**config.mk**
```make
export PLATFORM = sky130hd
export DESIGN_NAME = spi_queue_regs
export DESIGN_NICKNAME = d
export VERILOG_FILES = /design/src/rtl/spi_queue_regs.sv
export SDC_FILE = /design/constraint.sdc
export NUM_CORES = 1
export LEC_CHECK = 0
export ABC_AREA = 1
export BUFFER_PORTS_ARGS = -buffer_cell sky130_fd_sc_hd__buf_2
export CORE_MARGIN = 1
export CORE_UTILIZATION = 55
export CTS_BUF_LIST = sky130_fd_sc_hd__clkbuf_4 sky130_fd_sc_hd__clkbuf_8
export DETAILED_ROUTE_END_ITERATION = 16
export PLACE_DENSITY = 0.82
export SLEW_MARGIN = 5
export SYNTH_ARGS = -nofsm -noshare
export SYNTH_HDL_FRONTEND = slang
export SYNTH_SLANG_ARGS = --single-unit
```
**constraint.sdc**
```tcl
create_clock -name GCLK -period 4.5 [get_ports GCLK]
set_clock_uncertainty 0.15 [all_clocks]
set_input_delay 0.675 -clock GCLK [delete_from_list [all_inputs] [get_ports GCLK]]
set_output_delay 0.675 -clock GCLK [all_outputs]
set_load 0.02 [all_outputs]
```
**src/rtl/spi_queue_regs.sv**
```systemverilog
// SPI register stage: TX/RX word FIFOs, shadowed core configuration and a sequencer
// that launches back-to-back transfers; config reaches the core only between words.
module spi_queue_regs #(
    parameter int DATA_W   = 32,
    parameter int TX_DEPTH = 4,
    parameter int RX_DEPTH = 4,
    parameter bit RX_DROP  = 1'b0
) (
    input  logic                          GCLK,
    input  logic                          RST,
    input  logic                          enable_i,
    input  logic                          cfg_we_i,
    input  logic [1:0]                    spi_mode_i,
    input  logic [1:0]                    sck_speed_i,
    input  logic [1:0]                    word_len_i,
    input  logic [7:0]                    ifg_i,
    input  logic [7:0]                    cs_sck_i,
    input  logic [7:0]                    sck_cs_i,
    input  logic                          tx_valid_i,
    input  logic [DATA_W-1:0]             tx_data_i,
    output logic                          tx_ready_o,
    output logic                          rx_valid_o,
    output logic [DATA_W-1:0]             rx_data_o,
    input  logic                          rx_ready_i,
    output logic [$clog2(TX_DEPTH+1)-1:0] tx_level_o,
    output logic [$clog2(RX_DEPTH+1)-1:0] rx_level_o,
    output logic                          rx_ovf_o,
    input  logic                          ovf_clr_i,
    output logic                          busy_o,
    output logic                          core_start_o,
    input  logic                          core_busy_i,
    output logic [DATA_W-1:0]             core_mosi_o,
    input  logic [DATA_W-1:0]             core_miso_i,
    output logic [1:0]                    core_spi_mode_o,
    output logic [1:0]                    core_sck_speed_o,
    output logic [1:0]                    core_word_len_o,
    output logic [7:0]                    core_ifg_o,
    output logic [7:0]                    core_cs_sck_o,
    output logic [7:0]                    core_sck_cs_o
);
    localparam int TX_PW = $clog2(TX_DEPTH);
    localparam int RX_PW = $clog2(RX_DEPTH);
    localparam int TX_CW = $clog2(TX_DEPTH + 1);
    localparam int RX_CW = $clog2(RX_DEPTH + 1);
    localparam logic [TX_CW-1:0] TX_FULL_LVL = TX_CW'(TX_DEPTH);
    localparam logic [RX_CW-1:0] RX_FULL_LVL = RX_CW'(RX_DEPTH);
    localparam logic [TX_CW-1:0] TX_CNT_ONE  = TX_CW'(1);
    localparam logic [RX_CW-1:0] RX_CNT_ONE  = RX_CW'(1);
    localparam logic [TX_PW-1:0] TX_PTR_ONE  = TX_PW'(1);
    localparam logic [RX_PW-1:0] RX_PTR_ONE  = RX_PW'(1);

    typedef enum logic [2:0] {
        ST_IDLE      = 3'd0,
        ST_APPLY     = 3'd1,
        ST_LAUNCH    = 3'd2,
        ST_WAIT_BUSY = 3'd3,
        ST_RUN       = 3'd4,
        ST_CAPTURE   = 3'd5
    } state_t;

    typedef struct packed {
        logic [1:0] spi_mode;
        logic [1:0] sck_speed;
        logic [1:0] word_len;
        logic [7:0] ifg;
        logic [7:0] cs_sck;
        logic [7:0] sck_cs;
    } cfg_t;

    state_t            state_q, state_d;
    cfg_t              shadow_q, shadow_d, active_q, active_d;
    logic              pending_q, pending_d;
    logic [DATA_W-1:0] tx_mem_q [TX_DEPTH];
    logic [DATA_W-1:0] tx_mem_d [TX_DEPTH];
    logic [DATA_W-1:0] rx_mem_q [RX_DEPTH];
    logic [DATA_W-1:0] rx_mem_d [RX_DEPTH];
    logic [TX_PW-1:0]  tx_wr_q, tx_wr_d, tx_rd_q, tx_rd_d;
    logic [RX_PW-1:0]  rx_wr_q, rx_wr_d, rx_rd_q, rx_rd_d;
    logic [TX_CW-1:0]  tx_cnt_q, tx_cnt_d;
    logic [RX_CW-1:0]  rx_cnt_q, rx_cnt_d;
    logic [DATA_W-1:0] mosi_q, mosi_d;
    logic              start_q, start_d, tx_ready_q, tx_ready_d, rx_valid_q, rx_valid_d;
    logic              busy_q, busy_d, ovf_q, ovf_d;
    logic              tx_full_s, tx_empty_s, rx_full_s, rx_empty_s;
    logic              tx_push_s, tx_pop_s, rx_push_s, rx_pop_s, rx_drop_s, launch_ok_s;

    assign tx_full_s   = (tx_cnt_q == TX_FULL_LVL);
    assign tx_empty_s  = (tx_cnt_q == '0);
    assign rx_full_s   = (rx_cnt_q == RX_FULL_LVL);
    assign rx_empty_s  = (rx_cnt_q == '0);
    // A full FIFO refuses writes even when it is popped in the same cycle.
    assign tx_push_s   = tx_valid_i && !tx_full_s;
    assign tx_pop_s    = (state_q == ST_LAUNCH) && !tx_empty_s;
    assign rx_push_s   = (state_q == ST_CAPTURE) && !rx_full_s;
    assign rx_pop_s    = rx_ready_i && !rx_empty_s;
    assign rx_drop_s   = (state_q == ST_CAPTURE) && rx_full_s && RX_DROP;
    assign launch_ok_s = enable_i && !tx_empty_s && (RX_DROP || !rx_full_s);

    // Transfer sequencer next-state logic; a pending config always goes first.
    always_comb begin
        state_d = state_q;
        case (state_q)
            ST_IDLE: begin
                if (pending_q) begin
                    state_d = ST_APPLY;
                end else if (launch_ok_s) begin
                    state_d = ST_LAUNCH;
                end else begin
                    state_d = ST_IDLE;
                end
            end
            ST_APPLY:     state_d = ST_IDLE;
            ST_LAUNCH:    state_d = ST_WAIT_BUSY;
            ST_WAIT_BUSY: state_d = core_busy_i ? ST_RUN : ST_WAIT_BUSY;
            ST_RUN:       state_d = core_busy_i ? ST_RUN : ST_CAPTURE;
            ST_CAPTURE:   state_d = ST_IDLE;
            default:      state_d = ST_IDLE;
        endcase
    end

    // FIFO, config and registered-output next values.
    always_comb begin
        tx_mem_d = tx_mem_q;
        rx_mem_d = rx_mem_q;
        if (tx_push_s) begin
            tx_mem_d[tx_wr_q] = tx_data_i;
            tx_wr_d           = tx_wr_q + TX_PTR_ONE;
        end else begin
            tx_wr_d = tx_wr_q;
        end
        tx_rd_d = tx_pop_s ? (tx_rd_q + TX_PTR_ONE) : tx_rd_q;
        if (rx_push_s) begin
            rx_mem_d[rx_wr_q] = core_miso_i;
            rx_wr_d           = rx_wr_q + RX_PTR_ONE;
        end else begin
            rx_wr_d = rx_wr_q;
        end
        rx_rd_d = rx_pop_s ? (rx_rd_q + RX_PTR_ONE) : rx_rd_q;

        case ({tx_push_s, tx_pop_s})
            2'b10:   tx_cnt_d = tx_cnt_q + TX_CNT_ONE;
            2'b01:   tx_cnt_d = tx_cnt_q - TX_CNT_ONE;
            default: tx_cnt_d = tx_cnt_q;
        endcase
        case ({rx_push_s, rx_pop_s})
            2'b10:   rx_cnt_d = rx_cnt_q + RX_CNT_ONE;
            2'b01:   rx_cnt_d = rx_cnt_q - RX_CNT_ONE;
            default: rx_cnt_d = rx_cnt_q;
        endcase

        shadow_d  = cfg_we_i ? cfg_t'{spi_mode_i, sck_speed_i, word_len_i, ifg_i, cs_sck_i, sck_cs_i}
                             : shadow_q;
        active_d  = (state_q == ST_APPLY) ? shadow_q : active_q;
        if (cfg_we_i) begin
            pending_d = 1'b1;
        end else if (state_q == ST_APPLY) begin
            pending_d = 1'b0;
        end else begin
            pending_d = pending_q;
        end
        if (rx_drop_s) begin
            ovf_d = 1'b1;
        end else if (ovf_clr_i) begin
            ovf_d = 1'b0;
        end else begin
            ovf_d = ovf_q;
        end

        // The word is presented on entry to LAUNCH so it is valid alongside the start pulse.
        mosi_d     = (state_d == ST_LAUNCH) ? tx_mem_q[tx_rd_q] : mosi_q;
        start_d    = (state_d == ST_LAUNCH);
        tx_ready_d = (tx_cnt_d != TX_FULL_LVL);
        rx_valid_d = (rx_cnt_d != '0);
        busy_d     = (state_d != ST_IDLE) || (tx_cnt_d != '0);
    end

    // All state; reset abandons any word in flight and flushes both FIFOs.
    always_ff @(posedge GCLK) begin
        if (RST) begin
            state_q    <= ST_IDLE;
            shadow_q   <= '0;
            active_q   <= '0;
            pending_q  <= 1'b0;
            tx_mem_q   <= '{default: '0};
            rx_mem_q   <= '{default: '0};
            tx_wr_q    <= '0;
            tx_rd_q    <= '0;
            rx_wr_q    <= '0;
            rx_rd_q    <= '0;
            tx_cnt_q   <= '0;
            rx_cnt_q   <= '0;
            mosi_q     <= '0;
            start_q    <= 1'b0;
            tx_ready_q <= 1'b1;
            rx_valid_q <= 1'b0;
            busy_q     <= 1'b0;
            ovf_q      <= 1'b0;
        end else begin
            state_q    <= state_d;
            shadow_q   <= shadow_d;
            active_q   <= active_d;
            pending_q  <= pending_d;
            tx_mem_q   <= tx_mem_d;
            rx_mem_q   <= rx_mem_d;
            tx_wr_q    <= tx_wr_d;
            tx_rd_q    <= tx_rd_d;
            rx_wr_q    <= rx_wr_d;
            rx_rd_q    <= rx_rd_d;
            tx_cnt_q   <= tx_cnt_d;
            rx_cnt_q   <= rx_cnt_d;
            mosi_q     <= mosi_d;
            start_q    <= start_d;
            tx_ready_q <= tx_ready_d;
            rx_valid_q <= rx_valid_d;
            busy_q     <= busy_d;
            ovf_q      <= ovf_d;
        end
    end

    assign tx_ready_o       = tx_ready_q;
    assign rx_valid_o       = rx_valid_q;
    assign rx_data_o        = rx_mem_q[rx_rd_q];
    assign tx_level_o       = tx_cnt_q;
    assign rx_level_o       = rx_cnt_q;
    assign rx_ovf_o         = ovf_q;
    assign busy_o           = busy_q;
    assign core_start_o     = start_q;
    assign core_mosi_o      = mosi_q;
    assign core_spi_mode_o  = active_q.spi_mode;
    assign core_sck_speed_o = active_q.sck_speed;
    assign core_word_len_o  = active_q.word_len;
    assign core_ifg_o       = active_q.ifg;
    assign core_cs_sck_o    = active_q.cs_sck;
    assign core_sck_cs_o    = active_q.sck_cs;
endmodule

```
==> impl_metrics.tcl, run 1 <==
set metrics [dict create \
    drtIter0Drc 1656 \
    endpoint_kind "output pin" \
    fin_hold_ws_ps 150 \
    clock_sinks 370 \
    clock_latency_ps 610 \
    synth_compound_area_frac 0.200 \
    worst_pin_slew_ps 1210 \
    design_area_um2 17400 \
    syn-mean-instance-area_um2 7.43 \
    io_pins 207 \
    grt_pass1_vias 13800 \
    grt.total_usage 0.290 \
    placed_cell_area_um2 16100 \
    cts_setup_buffers 0 \
    ys_seq_elements 370 \
    viasPerCell 5.78 \
    die_w_um 169 \
    area_growth_syn_to_layout_pct 13.9 \
    fmax_mhz 296 \
    ir_drop_uv 294 \
    globalplace.congestion 0.781 \
    ys_warn_count 0 \
    cts_tree "yes" \
    routedWlPerCell_um 16.4 \
    tns_ps 0 \
    synth_area_leaders "dfxtp_1, a21oi_1, nand3_1, o21ai_0, nand2_1" \
    seq_area_frac_synth 0.485 \
    cp-start-kind "flop" \
    fin_crit_sh 0.751 \
    synth_fp_nets 2171 \
    grt_pass1_wl_um 68600 \
    critPathMaxFanout 31 \
    p_per_area_nw_per_um2 440 \
    htreeDepth 2 \
    core_region_area_um2 27100 \
    setup_viol 0 \
    synth_edf_count 0 \
    hold_path_class "input pin to flop" \
    die_h_um 169 \
    portBuffers 204 \
    synth_fa_ha_area_frac 0.0108 \
    wl_um 42400 \
    initial_core_util 0.564 \
    drive_above_1_share 0.161 \
    nNetsFinal 2283 \
    worstSetupPathType "flop to output pin" \
    maxSlewViolCount 0 \
    drtAntennaViolNets 0 \
    root_buffer "clkbuf_8" \
    via_count 15000 \
    yosysUniqueCellTypes 29 \
    holdBufCountCts 0 \
    synth.top_cell.area_share 0.485 \
    ctsResizeCount 0 \
    synth_area_um2 15300 \
    status "finished clean" \
    synth_top_family_by_area "simple AND/OR/NAND/NOR gates" \
    pre_cts_ws_ps 1450 \
    cp.arrival_ps 2560 \
    drc 0 \
    hold_viol_final 0 \
    synth_ff_type "dfxtp_1" \
    synth_mux_area_frac 0 \
    yosys.area_share.simple 0.228 \
    antenna_found_initial 6 \
    clk_pin_slew_ps 60 \
    gr-total-overflow 0 \
    setup_ws_ps 1120 \
    hpwl_um 23400 \
    clockBufferDepth 3 \
    async_flop_share 0 \
    dr.pass1.iters 6 \
    required_ps 3670 \
    postSynthCellCount 2057 \
    yosysTopAreaCell "dfxtp_1" \
    rows 60 \
    numCtsBuffers 58 \
    synth_xor_area_frac 0.00115 \
    p_leak_nw 6.82 \
    synthTopCellsByCount "dfxtp_1, a21oi_1, nand2_1" \
    maxCapViolations 0 \
    slew_headroom 0.194 \
    layout_min_cycle_time_ps 3380 \
    synth.most_common_cell "dfxtp_1" \
    die_area_um2 28500 \
    rsz0062_at_grt "false" \
    grt_max_degree 268 \
]
-- power breakdown --
| group | total, mW | internal (mW) | switching [mW] | leakage, nW |
|---|---|---|---|---|
| sequential | 3.49 | 3.42 | 0.0688 | 3.01 |
| clock | 2.98 | 1.68 | 1.30 | 0.662 |
| combinational | 1.19 | 0.367 | 0.823 | 3.15 |
| total | 7.66 | 5.46 | 2.20 | 6.82 |
-- kinds of logic (layout without fill, tap and decap cells) --
| family | count (synthesis) | after routing |
|---|---|---|
| buffers and inverters | 249 | 403 |
| flip-flops | 370 | 370 |
| AND/OR/NAND/NOR | 830 | 830 |
| other | 1 | 8 |
| adder cells (fa/ha/maj) | 12 | 12 |
| XOR/XNOR | 2 | 2 |
| AO/OA/AOI/OAI | 593 | 593 |
-- critical path, stage by stage, from the launching register on --
cell     delay (ps)
dfxtp_2         320
inv_1           760
buf_4           380
o21ai_0         100
o22ai_1         190
buf_2           210
-- per-stage QoR --
step / total power [mW] / instances / utilization
after global placement: 4.70 / 2481 / 0.596
after floorplan: 4.35 / 2057 / -
after detailed placement: 4.73 / 2481 / 0.596
after global routing: 7.98 / 2588 / 0.642
final: 7.66 / 2590 / 0.642
after CTS: 7.68 / 2583 / 0.642
-- flip-flops by register name (all words and copies together) (netlist names) --
| signal | flops |
|---|---|
| rx_mem_q | 128 |
| tx_mem_q | 128 |
| core_mosi_o | 32 |
| shadow_q | 30 |
| core_cs_sck_o | 8 |
| core_ifg_o | 8 |
| core_sck_cs_o | 8 |
| rx_level_o | 3 |
| state_q | 3 |
| tx_level_o | 3 |
| core_sck_speed_o | 2 |
| core_spi_mode_o | 2 |
| core_word_len_o | 2 |
| rx_rd_q | 2 |
| rx_wr_q | 2 |
| tx_rd_q | 2 |
| tx_wr_q | 2 |
| busy_o | 1 |
| core_start_o | 1 |
| pending_q | 1 |
| rx_valid_o | 1 |
| tx_ready_o | 1 |
-- metal layers --
metal	GRT usage	wire, um	vias to the layer above
met1	0.368	17100	7013
met5	0	12	-
met3	0.0599	3820	103
met4	0.111	1170	2
li1	-	-	7157
met2	0.485	20300	686
-- final timing paths --
kind	cells past startpoint	end	slack, ps	start
setup / recovery	5	rx_data_o[28]	1120	rx_rd_q[0]$_SDFFE_PP0P_
hold / removal	3	shadow_q[24]$_SDFFE_PP0P_	150	word_len_i[0]
setup reg to reg	14	busy_o$_SDFF_PP0_	1780	tx_level_o[1]$_SDFF_PP0_
hold reg to reg	2	core_cs_sck_o[7]$_SDFFE_PP0P_	290	core_cs_sck_o[7]$_SDFFE_PP0P_
-- placed cells by master, fill, tap and decap left out --
cell type and count:
clkbuf_4 21, o21ai_0 231, buf_2 203, or2_2 1
nor2_2 1, inv_1 58, inv_2 7, xor2_1 2
buf_4 30, nand2_2 1, buf_6 1, nand4_1 1
nand3_1 261, clkinvlp_4 1, nor2_1 272, clkinv_2 2
nor2_4 1, nand4_4 1, diode_2 7, inv_4 1
conb_1 1, buf_12 1, nor3_1 1, dfxtp_2 2
fa_1 2, clkinv_4 1, a31oi_4 1, clkbuf_8 76
o22ai_1 64, nand3_2 2, ha_1 10, nand2_1 287
a21oi_1 297, clkinv_8 1, and2_1 1, dfxtp_1 368
-- cell type report --
type | count | area, um^2
Inverter | 66 | 250
Timing Repair Buffer | 235 | 1270
Clock inverter | 5 | 42.5
Multi-Input combinational cell | 1438 | 6740
Antenna cell | 7 | 17.5
Sequential cell | 370 | 7410
Clock buffer | 97 | 1200
Tap cell | 372 | 465
Fill cell | 2309 | 9700
Note: power is estimated with default switching activity, not from simulation.
==> run 2: changes to the inputs <==
--- a/config.mk
+++ b/config.mk
@@ -8,10 +8,10 @@
 export ABC_AREA = 1
 export BUFFER_PORTS_ARGS = -buffer_cell sky130_fd_sc_hd__buf_2
 export CORE_MARGIN = 1
-export CORE_UTILIZATION = 55
+export CORE_UTILIZATION = 54
 export CTS_BUF_LIST = sky130_fd_sc_hd__clkbuf_4 sky130_fd_sc_hd__clkbuf_8
 export DETAILED_ROUTE_END_ITERATION = 16
-export PLACE_DENSITY = 0.82
+export PLACE_DENSITY = 0.84
 export SLEW_MARGIN = 5
 export SYNTH_ARGS = -nofsm -noshare
 export SYNTH_HDL_FRONTEND = slang
==> constraint.sdc (replaced) <==
create_clock -name GCLK -period 2.75 [get_ports GCLK]
set_clock_uncertainty 0.15 [all_clocks]
set_input_delay 0.4125 -clock GCLK [delete_from_list [all_inputs] [get_ports GCLK]]
set_output_delay 0.4125 -clock GCLK [all_outputs]
set_load 0.02 [all_outputs]
==> run 2 against run 1 <==
  * Clock power is 68% higher
  * Sequential cell count is the same
  * Cell area increased by 6.6%
  * Combinational power rose by 77%
  * Critical path depth fell by 1
  * Utilization up 2.6 points
  * Largest cell class unchanged
  * Register-to-register slack worse by 1500 ps
  * Setup slack got worse by 980 ps
  * Power up 68%
  * Via count is 3.4% higher
  * Global-route usage up 0.69 points
  * Worst hold slack worse by 96 ps
==> impl_metrics.tcl, run 2 (synthesis gave the netlist of run 1 again) <==
set metrics [dict create \
    area_growth_syn_to_layout_pct 21.4 \
    nNetsFinal 2390 \
    p_per_area_nw_per_um2 692 \
    via_count 15500 \
    die_w_um 170 \
    crit_path_max_incr_delay_ps 410 \
    timing.critical_path.to "rx_data_o[16]" \
    globalplace.congestion 0.809 \
    hold_viol_final 0 \
    cp.arrival_ps 2050 \
    setup_viol 0 \
    core_region_area_um2 27800 \
    clkPwrFrac 0.390 \
    clock_sinks 370 \
    gr-total-overflow 0 \
    drtIter0Drc 1727 \
    rows 61 \
    pwr-share-seq 0.445 \
    fmax_mhz 383 \
    critPathMaxFanout 65 \
    drtAntennaViolNets 0 \
    status "finished clean" \
    dr.pass1.iters 5 \
    die_h_um 170 \
    portBuffers 204 \
    fill_cells 2268 \
    antenna_found_initial 2 \
    r2r-start "state_q[2]$_SDFF_PP0_" \
    internal_power_mw 9.17 \
    root_buffer "clkbuf_8" \
    clockBufferDepth 3 \
    maxCapViolations 0 \
    grt_pass1_vias 14600 \
    layout_min_cycle_time_ps 2610 \
    htreeDepth 2 \
    seq_area_um2 7410 \
    layout_commonest_cell "dfxtp_1" \
    required_ps 2190 \
    io_pins 207 \
    cts_tree "yes" \
    report.power.total_mw 12.8 \
    rr_endpoint "busy_o$_SDFF_PP0_" \
    mostFrequentLayoutCells "dfxtp_1, a21oi_1, nand2_1, nor2_1, nand3_1" \
    routedWlPerCell_um 16.6 \
    wl_um 44900 \
    reg2reg_slack_ps 250 \
    combPwrFrac 0.164 \
    pre_cts_ws_ps 60.1 \
    viasPerCell 5.73 \
    tns_ps 0 \
    grt.total_usage 0.297 \
    cp-start-kind "flop" \
    grt_pass1_wl_um 71000 \
    rsz0062_at_grt "false" \
    p_leak_nw 7.32 \
    multiInputGateArea_um2 6740 \
    clk_pin_slew_ps 60 \
    fin_crit_sh 0.949 \
    worst_pin_slew_ps 1340 \
    ir_drop_uv 438 \
    drive_above_1_share 0.160 \
    endpoint_kind "output pin" \
    worstHoldPathCells 4 \
    clock_latency_ps 620 \
    setup_ws_ps 140 \
    maxSlewViolCount 0 \
    worstSetupPathType "flop to output pin" \
    hpwl_um 24000 \
    hold_path_class "input pin to flop" \
    grt_max_degree 268 \
    p_sw_frac 0.285 \
    drc 0 \
    cp_cell_sequence "buf_6 -> o21ai_0 -> o22ai_1 -> buf_2" \
    slew_headroom 0.106 \
    p_switching_mw 3.66 \
    die_area_um2 29000 \
    cpMaxStageDelayCell "buf_6" \
    crit_path_start "rx_rd_q[0]$_SDFFE_PP0P_" \
    initial_core_util 0.550 \
    numCtsBuffers 57 \
    r2r_cells 14 \
]
run 2: changes by cell type in the layout (fill, tap and decap cells not counted), sizes merged:
cell,before,now
dlygate4sd3,0,95
diode,7,2
buf,235,248
bufinv,0,1
clkinv,4,3
clkinvlp,1,3
clkbuf,97,96
run 2: layout make-up:
class,instances,area share
antenna,2,0.000270
clock buffer,96,0.0655
clock inverter,7,0.00384
inverter,66,0.0137
multi-input combinational,1438,0.364
sequential,370,0.399
tap,378,0.0255
timing repair buffer,343,0.128
run 2: timing repair:
item,4_1_cts,5_1_grt
buffers inserted,0,0
setup endpoints to repair,0,59
gates resized for setup,0,4
hold buffers,95,0
hold endpoints to repair,287,0
run 2: metal layers:
layer,track usage,wire (um),share of wire
met1,0.364,17800,0.40
met2,0.506,21800,0.49
met3,0.0588,3820,0.085
met4,0.130,1440,0.032
met5,0,0,0
run 2: critical path, delay by kind of cell (launching register included):
kind	cells	cell delay, ps
compound gates	2	430
buf+inv	2	630
flops	1	360
run 2: stage by stage:
step,utilization,cell area [um^2],hold WS [ps],cells
floorplan,-,15300,287,2057
global placement,0.587,16300,278,2500
detailed placement,0.587,16300,281,2500
CTS,0.667,18500,23.2,2698
global route,0.668,18600,92.9,2700
finish,0.668,18600,53.8,2700
run 2: worst min-delay path by stage:
stage | startpoint | endpoint | slack, ps
after floorplan | rx_mem_q[33]$_SDFFE_PP0P_ | rx_mem_q[33]$_SDFFE_PP0P_ | 290
after global placement | core_sck_cs_o[2]$_SDFFE_PP0P_ | core_sck_cs_o[2]$_SDFFE_PP0P_ | 280
after detailed placement | core_cs_sck_o[5]$_SDFFE_PP0P_ | core_cs_sck_o[5]$_SDFFE_PP0P_ | 280
after CTS | core_busy_i | state_q[0]$_SDFF_PP0_ | 20
after global routing | core_busy_i | state_q[0]$_SDFF_PP0_ | 90
final | core_busy_i | state_q[0]$_SDFF_PP0_ | 50
run 2: power groups by stage:
stage	Sequential, mW	Combinational [mW]	Clock (mW)
floorplan	5.94	1.17	0
global placement	5.81	1.91	0
detailed placement	5.82	1.94	0
CTS	5.70	2.06	5.07
global route	5.73	2.29	5.29
finish	5.71	2.11	5.01
